`src/rtl/boss_ctrl_if.sv`:
```
// Bus between the stage-3 game logic and the boss controller: game-side
// stimulus in, boss sprite position/animation/status out.
interface boss_ctrl_if;
  logic [3:0] state;
  logic       frame_tick;
  logic       hit;
  logic [8:0] boss_x;
  logic [8:0] boss_y;
  logic [3:0] boss_state;
  logic [3:0] boss_hp;
  logic       boss_active;
  logic       boss_dead;

  modport master (
    output state, frame_tick, hit,
    input  boss_x, boss_y, boss_state, boss_hp, boss_active, boss_dead
  );

  modport slave (
    input  state, frame_tick, hit,
    output boss_x, boss_y, boss_state, boss_hp, boss_active, boss_dead
  );
endinterface

```
`src/rtl/boss_ctrl.sv`:
```
// Stage-3 boss controller: entry descent, left/right patrol with walk
// animation, hit points, hurt invulnerability window and death.
module boss_ctrl #(
  parameter logic [3:0] STAGE3      = 4'd6,
  parameter logic [8:0] X_MIN       = 9'd0,
  parameter logic [8:0] X_MAX       = 9'd310,
  parameter logic [8:0] X_START     = 9'd155,
  parameter logic [8:0] Y_TARGET    = 9'd40,
  parameter logic [8:0] MOVE_STEP   = 9'd1,
  parameter logic [3:0] FRAME_DIV   = 4'd8,
  parameter logic [3:0] HP_INIT     = 4'd8,
  parameter logic [4:0] HURT_FRAMES = 5'd16
) (
  input  logic       clk,
  input  logic       rst,
  boss_ctrl_if.slave bus
);

  typedef enum logic [2:0] {
    ST_IDLE   = 3'd0,
    ST_ENTER  = 3'd1,
    ST_PATROL = 3'd2,
    ST_HURT   = 3'd3,
    ST_DEAD   = 3'd4
  } fsm_e;

  localparam logic [3:0] FRAME_WALK0 = 4'd0;
  localparam logic [3:0] FRAME_HURT  = 4'd4;
  localparam logic [3:0] FRAME_DEAD  = 4'd5;

  fsm_e       fsm_r, fsm_s;
  logic       dir_left_r, dir_left_s;
  logic [3:0] anim_div_r, anim_div_s;
  logic [4:0] hurt_cnt_r, hurt_cnt_s;
  logic [8:0] x_r, x_s;
  logic [8:0] y_r, y_s;
  logic [3:0] frame_r, frame_s;
  logic [3:0] hp_r, hp_s;
  logic       active_r, active_s;
  logic       dead_r, dead_s;

  logic       in_stage_s;
  logic [9:0] y_sum_s;
  logic [9:0] x_sum_s;
  logic [9:0] x_floor_s;
  logic       anim_wrap_s;
  logic [3:0] anim_next_s;
  logic [3:0] frame_walk_s;

  // Walk frames cycle through 0..3 only.
  function automatic logic [3:0] next_walk(input logic [3:0] f);
    next_walk = {2'b00, f[1:0] + 2'd1};
  endfunction

  // Shared arithmetic, one bit wider than the position so bounds never wrap
  always_comb begin
    in_stage_s   = (bus.state == STAGE3);
    y_sum_s      = {1'b0, y_r} + {1'b0, MOVE_STEP};
    x_sum_s      = {1'b0, x_r} + {1'b0, MOVE_STEP};
    x_floor_s    = {1'b0, X_MIN} + {1'b0, MOVE_STEP};
    anim_wrap_s  = (({1'b0, anim_div_r} + 5'd1) >= {1'b0, FRAME_DIV});
    anim_next_s  = anim_wrap_s ? 4'd0 : (anim_div_r + 4'd1);
    frame_walk_s = anim_wrap_s ? next_walk(frame_r) : frame_r;
  end

  // Next-state and next-output logic
  always_comb begin
    fsm_s      = fsm_r;
    dir_left_s = dir_left_r;
    anim_div_s = anim_div_r;
    hurt_cnt_s = hurt_cnt_r;
    x_s        = x_r;
    y_s        = y_r;
    frame_s    = frame_r;
    hp_s       = hp_r;
    active_s   = active_r;
    dead_s     = dead_r;

    if ((fsm_r != ST_IDLE) && !in_stage_s) begin
      // Leaving the stage overrides everything else.
      fsm_s      = ST_IDLE;
      dir_left_s = 1'b0;
      anim_div_s = 4'd0;
      hurt_cnt_s = 5'd0;
      x_s        = X_START;
      y_s        = 9'd0;
      frame_s    = FRAME_WALK0;
      hp_s       = HP_INIT;
      active_s   = 1'b0;
      dead_s     = 1'b0;
    end else begin
      case (fsm_r)
        ST_IDLE: begin
          if (in_stage_s) begin
            fsm_s    = ST_ENTER;
            active_s = 1'b1;
          end else begin
            fsm_s = ST_IDLE;
          end
        end

        ST_ENTER: begin
          if (bus.frame_tick) begin
            anim_div_s = anim_next_s;
            frame_s    = frame_walk_s;
            if (y_sum_s >= {1'b0, Y_TARGET}) begin
              // Patrol starts from a clean walk cycle heading right.
              y_s        = Y_TARGET;
              fsm_s      = ST_PATROL;
              dir_left_s = 1'b0;
              anim_div_s = 4'd0;
              frame_s    = FRAME_WALK0;
            end else begin
              y_s = y_sum_s[8:0];
            end
          end else begin
            fsm_s = ST_ENTER;
          end
        end

        ST_PATROL: begin
          if (bus.hit) begin
            if (hp_r <= 4'd1) begin
              hp_s     = 4'd0;
              fsm_s    = ST_DEAD;
              frame_s  = FRAME_DEAD;
              active_s = 1'b0;
              dead_s   = 1'b1;
            end else begin
              hp_s       = hp_r - 4'd1;
              fsm_s      = ST_HURT;
              hurt_cnt_s = HURT_FRAMES;
              frame_s    = FRAME_HURT;
            end
          end else if (bus.frame_tick) begin
            anim_div_s = anim_next_s;
            frame_s    = frame_walk_s;
            if (dir_left_r) begin
              if ({1'b0, x_r} <= x_floor_s) begin
                x_s        = X_MIN;
                dir_left_s = 1'b0;
              end else begin
                x_s = x_r - MOVE_STEP;
              end
            end else begin
              if (x_sum_s >= {1'b0, X_MAX}) begin
                x_s        = X_MAX;
                dir_left_s = 1'b1;
              end else begin
                x_s = x_sum_s[8:0];
              end
            end
          end else begin
            fsm_s = ST_PATROL;
          end
        end

        ST_HURT: begin
          if (bus.frame_tick) begin
            if (hurt_cnt_r <= 5'd1) begin
              hurt_cnt_s = 5'd0;
              fsm_s      = ST_PATROL;
              frame_s    = FRAME_WALK0;
              anim_div_s = 4'd0;
            end else begin
              hurt_cnt_s = hurt_cnt_r - 5'd1;
            end
          end else begin
            fsm_s = ST_HURT;
          end
        end

        ST_DEAD: begin
          fsm_s = ST_DEAD;
        end

        default: begin
          fsm_s      = ST_IDLE;
          dir_left_s = 1'b0;
          anim_div_s = 4'd0;
          hurt_cnt_s = 5'd0;
          x_s        = X_START;
          y_s        = 9'd0;
          frame_s    = FRAME_WALK0;
          hp_s       = HP_INIT;
          active_s   = 1'b0;
          dead_s     = 1'b0;
        end
      endcase
    end
  end

  // State and output registers with synchronous reset
  always_ff @(posedge clk) begin
    if (rst) begin
      fsm_r      <= ST_IDLE;
      dir_left_r <= 1'b0;
      anim_div_r <= 4'd0;
      hurt_cnt_r <= 5'd0;
      x_r        <= X_START;
      y_r        <= 9'd0;
      frame_r    <= FRAME_WALK0;
      hp_r       <= HP_INIT;
      active_r   <= 1'b0;
      dead_r     <= 1'b0;
    end else begin
      fsm_r      <= fsm_s;
      dir_left_r <= dir_left_s;
      anim_div_r <= anim_div_s;
      hurt_cnt_r <= hurt_cnt_s;
      x_r        <= x_s;
      y_r        <= y_s;
      frame_r    <= frame_s;
      hp_r       <= hp_s;
      active_r   <= active_s;
      dead_r     <= dead_s;
    end
  end

  assign bus.boss_x      = x_r;
  assign bus.boss_y      = y_r;
  assign bus.boss_state  = frame_r;
  assign bus.boss_hp     = hp_r;
  assign bus.boss_active = active_r;
  assign bus.boss_dead   = dead_r;

endmodule

```
`src/flat_wrapper.sv`:
```
// flat-port wrapper written by rule: the top's interface ports become plain ports
module boss_ctrl_flat 
#(
  parameter logic [3:0] STAGE3      = 4'd6,
  parameter logic [8:0] X_MIN       = 9'd0,
  parameter logic [8:0] X_MAX       = 9'd310,
  parameter logic [8:0] X_START     = 9'd155,
  parameter logic [8:0] Y_TARGET    = 9'd40,
  parameter logic [8:0] MOVE_STEP   = 9'd1,
  parameter logic [3:0] FRAME_DIV   = 4'd8,
  parameter logic [3:0] HP_INIT     = 4'd8,
  parameter logic [4:0] HURT_FRAMES = 5'd16
)
  (clk, rst, bus_state, bus_frame_tick, bus_hit, bus_boss_x, bus_boss_y, bus_boss_state, bus_boss_hp, bus_boss_active, bus_boss_dead);
  boss_ctrl_if bus_i ();
  input  logic clk;
  input  logic rst;
  input wire logic [$bits(bus_i.state)-1:0] bus_state;
  input wire logic [$bits(bus_i.frame_tick)-1:0] bus_frame_tick;
  input wire logic [$bits(bus_i.hit)-1:0] bus_hit;
  output wire logic [$bits(bus_i.boss_x)-1:0] bus_boss_x;
  output wire logic [$bits(bus_i.boss_y)-1:0] bus_boss_y;
  output wire logic [$bits(bus_i.boss_state)-1:0] bus_boss_state;
  output wire logic [$bits(bus_i.boss_hp)-1:0] bus_boss_hp;
  output wire logic [$bits(bus_i.boss_active)-1:0] bus_boss_active;
  output wire logic [$bits(bus_i.boss_dead)-1:0] bus_boss_dead;
  assign bus_i.state = bus_state;
  assign bus_i.frame_tick = bus_frame_tick;
  assign bus_i.hit = bus_hit;
  assign bus_boss_x = bus_i.boss_x;
  assign bus_boss_y = bus_i.boss_y;
  assign bus_boss_state = bus_i.boss_state;
  assign bus_boss_hp = bus_i.boss_hp;
  assign bus_boss_active = bus_i.boss_active;
  assign bus_boss_dead = bus_i.boss_dead;
  boss_ctrl #(.STAGE3(STAGE3), .X_MIN(X_MIN), .X_MAX(X_MAX), .X_START(X_START), .Y_TARGET(Y_TARGET), .MOVE_STEP(MOVE_STEP), .FRAME_DIV(FRAME_DIV), .HP_INIT(HP_INIT), .HURT_FRAMES(HURT_FRAMES)) u_core (.clk(clk), .rst(rst), .bus(bus_i));
endmodule
```
`config.mk`:
```
export PLATFORM = sky130hd
export DESIGN_NAME = boss_ctrl_flat
export DESIGN_NICKNAME = d
export VERILOG_FILES = /design/src/rtl/boss_ctrl_if.sv /design/src/rtl/boss_ctrl.sv /design/src/flat_wrapper.sv
export SDC_FILE = /design/constraint.sdc
export NUM_CORES = 1
export LEC_CHECK = 0
export CAP_MARGIN = 20
export CORE_MARGIN = 2
export CORE_UTILIZATION = 40
export DETAILED_ROUTE_END_ITERATION = 10
export GPL_TIMING_DRIVEN = 1
export SLEW_MARGIN = 20
export SYNTH_ARGS = -nofsm -noshare
export SYNTH_HDL_FRONTEND = slang
export SYNTH_SLANG_ARGS = --single-unit
```
`constraint.sdc`:
```
create_clock -name clk -period 2.3 [get_ports clk]
set_input_delay 0.23 -clock clk [delete_from_list [all_inputs] [get_ports clk]]
set_output_delay 0.23 -clock clk [all_outputs]
set_load 0.01 [all_outputs]
```
==> Yosys cells after proc, flatten, opt, wreduce, memory -nomap -nowiden <==
Cells that the tools add are included.
{ "word_totals": {"register_bits": 41} }
{ "classes": {"add_sub_neg": 8, "magnitude_cmp": 6, "n_eq_ne": 19, "n_mux": 56, "bitwise_logic": 6, "reduce_logical": 21} }
{ "ops": {"columns": ["cell", "count"], "rows": [
  ["$mux W9", 7],
  ["$mux W4", 14],
  ["$pmux W9 S2", 2],
  ["$pmux W4 S4", 2],
  ["$mux W3", 7],
  ["$add A9 B1 Y10 const B", 2],
  ["$mux W5", 4],
  ["$pmux W3 S5", 1],
  ["$pmux W5 S3", 1],
  ["$mux W1", 14],
  ["$ne A2 B2 Y1 const B", 6],
  ["$ge A10 B6 Y1 const B", 1],
  ["$ge A10 B9 Y1 const B", 1],
  ["$reduce_and A5 Y1", 2],
  ["$le A9 B1 Y1 const B", 1],
  ["$reduce_and A3 Y1", 3],
  ["$reduce_or A3 Y1", 3],
  ["$sub A9 B1 Y9 const B", 1],
  ["$ne A2 B1 Y1 const B", 4],
  ["$pmux W4 S2", 1],
  ["$reduce_and A4 Y1", 2],
  ["$reduce_or A4 Y1", 2],
  ["$eq A3 B2 Y1 const B", 2],
  ["$ne A3 B2 Y1 const B", 2],
  ["22 further kinds", 31]
]} }

==> Logic depth before layout (Yosys ltp) <==
Gate-level depths: netlist of the first run.
{ "depth": {"word_depth": 7, "ltp_mapped": 8, "ltp_nobuf": 7} }

==> Worst setup path before layout of the first run <==
OpenSTA, ideal clock, no wires.
{ "synth_timing": {"path_type": "flip-flop to flip-flop", "startpoint": "register u_core.x_r[1], in the netlist u_core.bus.boss_x[1]", "endpoint": "register u_core.x_r[4], in the netlist u_core.bus.boss_x[4]", "setup_time_ps": 141, "arrival_time_ps": 1747, "required_time_ps": 2159, "setup_slack_ps": 411, "stages_incl_launch_ff": 9, "path_buffers": 1, "synth_period_minus_slack_ps": 1889, "cell_sequence": "dfxtp_1 -> buf_4 -> inv_1 -> ha_1 -> o21ba_2 -> nor4_4 -> o21ai_2 -> a221oi_2 -> a41oi_1"} }
{ "synth_between": {"elab_chain_len": 7, "word_cells_on_any_way": 10} }
{ "synth_lines": {"columns": ["item", "line", "source"], "rows": [
  ["start: declaration", "boss_ctrl.sv:35", "logic [8:0] x_r, x_s;"],
  ["start signal: assignment", "boss_ctrl.sv:211", "x_r <= x_s;"],
  ["$add A9 B1 Y10", "boss_ctrl.sv:59", "x_sum_s = {1'b0, x_r} + {1'b0, MOVE_STEP};"],
  ["$ge A10 B9 Y1", "boss_ctrl.sv:146", "if (x_sum_s >= {1'b0, X_MAX}) begin"],
  ["$mux W9", "boss_ctrl.sv:146", null],
  ["$mux W9 *", "boss_ctrl.sv:138", "if (dir_left_r) begin"],
  ["$mux W9 *", "boss_ctrl.sv:135", "end else if (bus.frame_tick) begin"],
  ["$mux W9 *", "boss_ctrl.sv:122", "if (bus.hit) begin"],
  ["$pmux W9 S2 *", "boss_ctrl.sv:92", "case (fsm_r)"]
]} }
Every way passes the cells marked *; elsewhere a longest branch is shown, timed or not. The select of a mux whose other input is x is not followed.
A chain may end at the register's enable or synchronous reset.

==> Worst setup path in the final report of the first run <==
{ "layout_timing": {"startpoint": "register u_core.x_r[1], in the netlist u_core.bus.boss_x[1]", "endpoint": "register u_core.x_r[5], in the netlist u_core.bus.boss_x[5]"} }
The elaborated chain is that of the path after synthesis.

==> summary.txt, run 1 <==
Power and ir drop
  – Reg power frac: 43.3%
  – Int Power: 1.228 mW
  – Design Power: 1.723 mW
  – Pwr dens: 454.2 mW/mm2
  – LEAKAGE: 1.349 nW
  – Clock share of power: 36.0%
  – P_sw: 0.4949 mW
  – Combinational power share: 20.7%
  – Sw frac: 28.73%
  – VDD IR max: 0.0002317 V

Placement
  – PortBufs: 35
  – Routability-driven placement congestion ratio: 0.8857
  – Placed instance count: 528
  – Dpl hpwl: 6.293 mm

Yosys
  – Ys flop type: dfxtp_1
  – Asr flop ratio synth: 0%
  – Count leader, synth: dfxtp_1
  – Synthesis-stage register bit count: 41
  – Post-synth EDFFs: 0
  – Post-Synthesis Cells: 388
  – Synth Cell Area: 0.003112 mm2
  – Syn_nets: 408
  – Synthesis Warnings: 0
  – Top-area cell type share of the netlist area: 26.38%
  – Synth unique cells: 79
  – Avg Inst Size Synth: 8.020 um2
  – Sequential-to-total area share from yosys stat: 26.38%
  – Main area contributors after synthesis: dfxtp_1, a21oi_1, ha_1, nand3_1, o21ai_0
  – Synth area leader: dfxtp_1
  – Commonest cells post-synth: dfxtp_1, a21oi_1, nand2_1, nand3_1, o21ai_0

Routing
  – Initial DRT Pass Iterations: 6
  – Routed Wire Length: 8.631 mm
  – Vias per cell: 5.851
  – Total number of vias: 3136
  – First DRT Iteration DRCs: 185
  – Antenna-violating nets left: 0
  – Drt wl/cell: 16.10 um
  – DRC: 0

Global route
  – Pin count of the biggest net entering global routing: 19
  – First-pass GRT wire length: 14.34 mm
  – Vias in the first global route: 2884
  – GR Overflow Total: 0
  – Gr usage total: 20.65%
  – Initial antenna violation count: 0

Timing
  – Hold Violations, Final: 0
  – Slew margin rel.: 60.70%
  – Final Slew Violations: 0
  – RSZ-0062 raised after global routing: false
  – Worst slew pin tran: 588.6 ps
  – Setup TNS: 0 ps
  – Clk_skew: 7.970 ps
  – Final Critical Period: 2089 ps
  – Final-report setup violation count: 0
  – Fmax: 0.4786 GHz
  – Final period utilization: 90.84%

Cells and area
  – Share of cells above drive strength 1: 13.82%
  – Nets: 453
  – Post-Layout Cell Count: 536
  – Layout filler cell count: 769
  – Multi-input gate area: 0.002088 mm2
  – FF+latch area: 820.8 um2
  – Number of diodes: 0
  – Synth-to-layout area growth: 21.87%

CTS
  – Longest Clk Path Bufs: 2
  – Clock transition at path regs: 90 ps
  – TritonCTS buffer count: 5
  – Setup bufs post-CTS: 0
  – Clock Tree Root: clkbuf_8
  – CTS tree: yes
  – Worst-Skew Late Latency: 290 ps
  – Hold Buf Count CTS: 0
  – Clock Sinks: 41
  – Post-cts resize count: 0
  – Deepest level of the CTS H-tree: 2

Die
  – Core Area: 0.007647 mm2
  – Starting density of the core: 40.69%
  – Die area: 0.008501 mm2
  – Core Rows: 32
  – Die W: 92.20 um
  – I/O pin count: 36
  – Die Span Y: 92.20 um

Flow run
  – Maxcap violations: 0

Setup path
  – CP max stage delay: 550 ps
  – Crit-path max FO: 12
  – Critical path endpoint category: flop
  – Critical Path AT: 2290 ps
  – Worst EP required: 2500 ps
  – CP max stage cell: dfxtp_1
  – Setup CP Type: flop to flop
  – Worst path cell trace: ha_2, nor2b_1, o22ai_1, a22oi_1, a21oi_1, o311ai_1
  – Critical path's top delay family: compound AO/OA/AOI/OAI gates
  – Buf/Inv on CP: 0
  – Crit path launch type: flop

Run status
  – Status: finished, final reports clean

Min path
  – Worst Hold Class: flop to flop
==> final timing paths <==
path         slack [ps]                                     to  cells after the start                                   from
max reg2reg         210      u_core.bus.boss_x[5]$_SDFFE_PP0P_                      6      u_core.bus.boss_x[1]$_SDFFE_PP1P_
max                 210      u_core.bus.boss_x[5]$_SDFFE_PP0P_                      6      u_core.bus.boss_x[1]$_SDFFE_PP1P_
min reg2reg         440  u_core.bus.boss_state[3]$_SDFFE_PP0P_                      2  u_core.bus.boss_state[3]$_SDFFE_PP0P_
min                 440  u_core.bus.boss_state[3]$_SDFFE_PP0P_                      2  u_core.bus.boss_state[3]$_SDFFE_PP0P_
==> cell usage in the layout, fill, tap and decap left out, types with 7 or more instances in the layout <==
cell type        count
a211oi_1             7
a21oi_1             30
and3_1               9
buf_4               32
clkdlybuf4s50_1     35
dfxtp_1             41
ha_1                11
inv_1               13
nand2_1             24
nand2b_1             7
nand3_1             22
nor2_1              21
nor2b_1              9
nor3_1              17
o21ai_0             22
or3_1                8
==> routing by layer <==
layer  up-vias  share of wire, %  global-route usage [%]
li1       1553                 -                       -
met5         -                 0                       0
met3        12               3.4                   2.629
met1      1480                49                   28.54
met4         0               1.2                   4.975
met2        91                46                   34.19
==> registers in the layout (all words and copies together), names as in the netlist <==
register                cells
u_core.anim_div_r           4
u_core.bus.boss_active      1
u_core.bus.boss_dead        1
u_core.bus.boss_hp          4
u_core.bus.boss_state       4
u_core.bus.boss_x           9
u_core.bus.boss_y           9
u_core.dir_left_r           1
u_core.fsm_r                3
u_core.hurt_cnt_r           5
==> cell families after synthesis <==
| family | after synthesis | synth area share (%) |
|---|---|---|
| buffers and inverters | 42 | 6.634 |
| DFF | 41 | 26.38 |
| adders and majority gates | 12 | 4.825 |
| AOI/OAI and AO/OA | 130 | 29.19 |
| xor gates and xnor gates | 7 | 1.970 |
| muxes | 7 | 2.332 |
| and+or+nand+nor | 149 | 28.67 |
==> per-stage QoR <==
| stage | hold slack (ps) | cell area, um2 | utilization [%] | setup slack [ps] |
|---|---|---|---|---|
| 2_1_floorplan | 299.1 | 3112 | - | 411.5 |
| 3_3_place_gp | 427.9 | 3672 | 48.02 | 241.3 |
| 3_5_place_dp | 425.7 | 3672 | 48.02 | 170.6 |
| 4_1_cts | 442.0 | 3789 | 49.54 | 162.4 |
| 5_1_grt | 452.3 | 3792 | 49.59 | 40.46 |
| 6_report | 439.6 | 3792 | 49.59 | 210.6 |
==> worst reg2reg max path, stage by stage, from the launching register on <==
cell and delay [ps]:
dfxtp_1 550, ha_2 370, nor2b_1 230, o22ai_1 110
a22oi_1 300, a21oi_1 160, o311ai_1 270
==> layout make-up <==
| class | count | share of cell area [%] |
|---|---|---|
| inverter | 13 | 1.287 |
| clock inverter | 1 | 0.7918 |
| tap | 102 | 3.365 |
| timing repair buffer | 67 | 15.57 |
| sequential | 41 | 21.64 |
| clock buffer | 7 | 2.276 |
| multi-input combinational | 305 | 55.06 |
==> power groups by stage <==
stage	combinational (mW)	sequential [mW]	clock, mW
final	0.357	0.747	0.619
after global routing	0.391	0.749	0.665
after CTS	0.351	0.746	0.635
after detailed placement	0.349	0.762	0
after global placement	0.348	0.762	0
after floorplan	0.224	0.754	0
Power figures use the tool's default switching activity.
==> run 2, diff against run 1 <==
--- a/config.mk
+++ b/config.mk
@@ -9,6 +9,7 @@
 export CORE_MARGIN = 2
 export CORE_UTILIZATION = 40
 export DETAILED_ROUTE_END_ITERATION = 10
+export GPL_ROUTABILITY_DRIVEN = 0
 export GPL_TIMING_DRIVEN = 1
 export SLEW_MARGIN = 20
 export SYNTH_ARGS = -nofsm -noshare
==> results of run 2 <==
Final layout, timing and power as in run 1 (identical DEF).
==> run 3, diff against run 2 <==
--- a/config.mk
+++ b/config.mk
@@ -5,6 +5,7 @@
 export SDC_FILE = /design/constraint.sdc
 export NUM_CORES = 1
 export LEC_CHECK = 0
+export ABC_CLOCK_PERIOD_IN_PS = 2300
 export CAP_MARGIN = 20
 export CORE_MARGIN = 2
 export CORE_UTILIZATION = 40
==> results of run 3 <==
Final layout, timing and power as in run 1 (identical DEF).
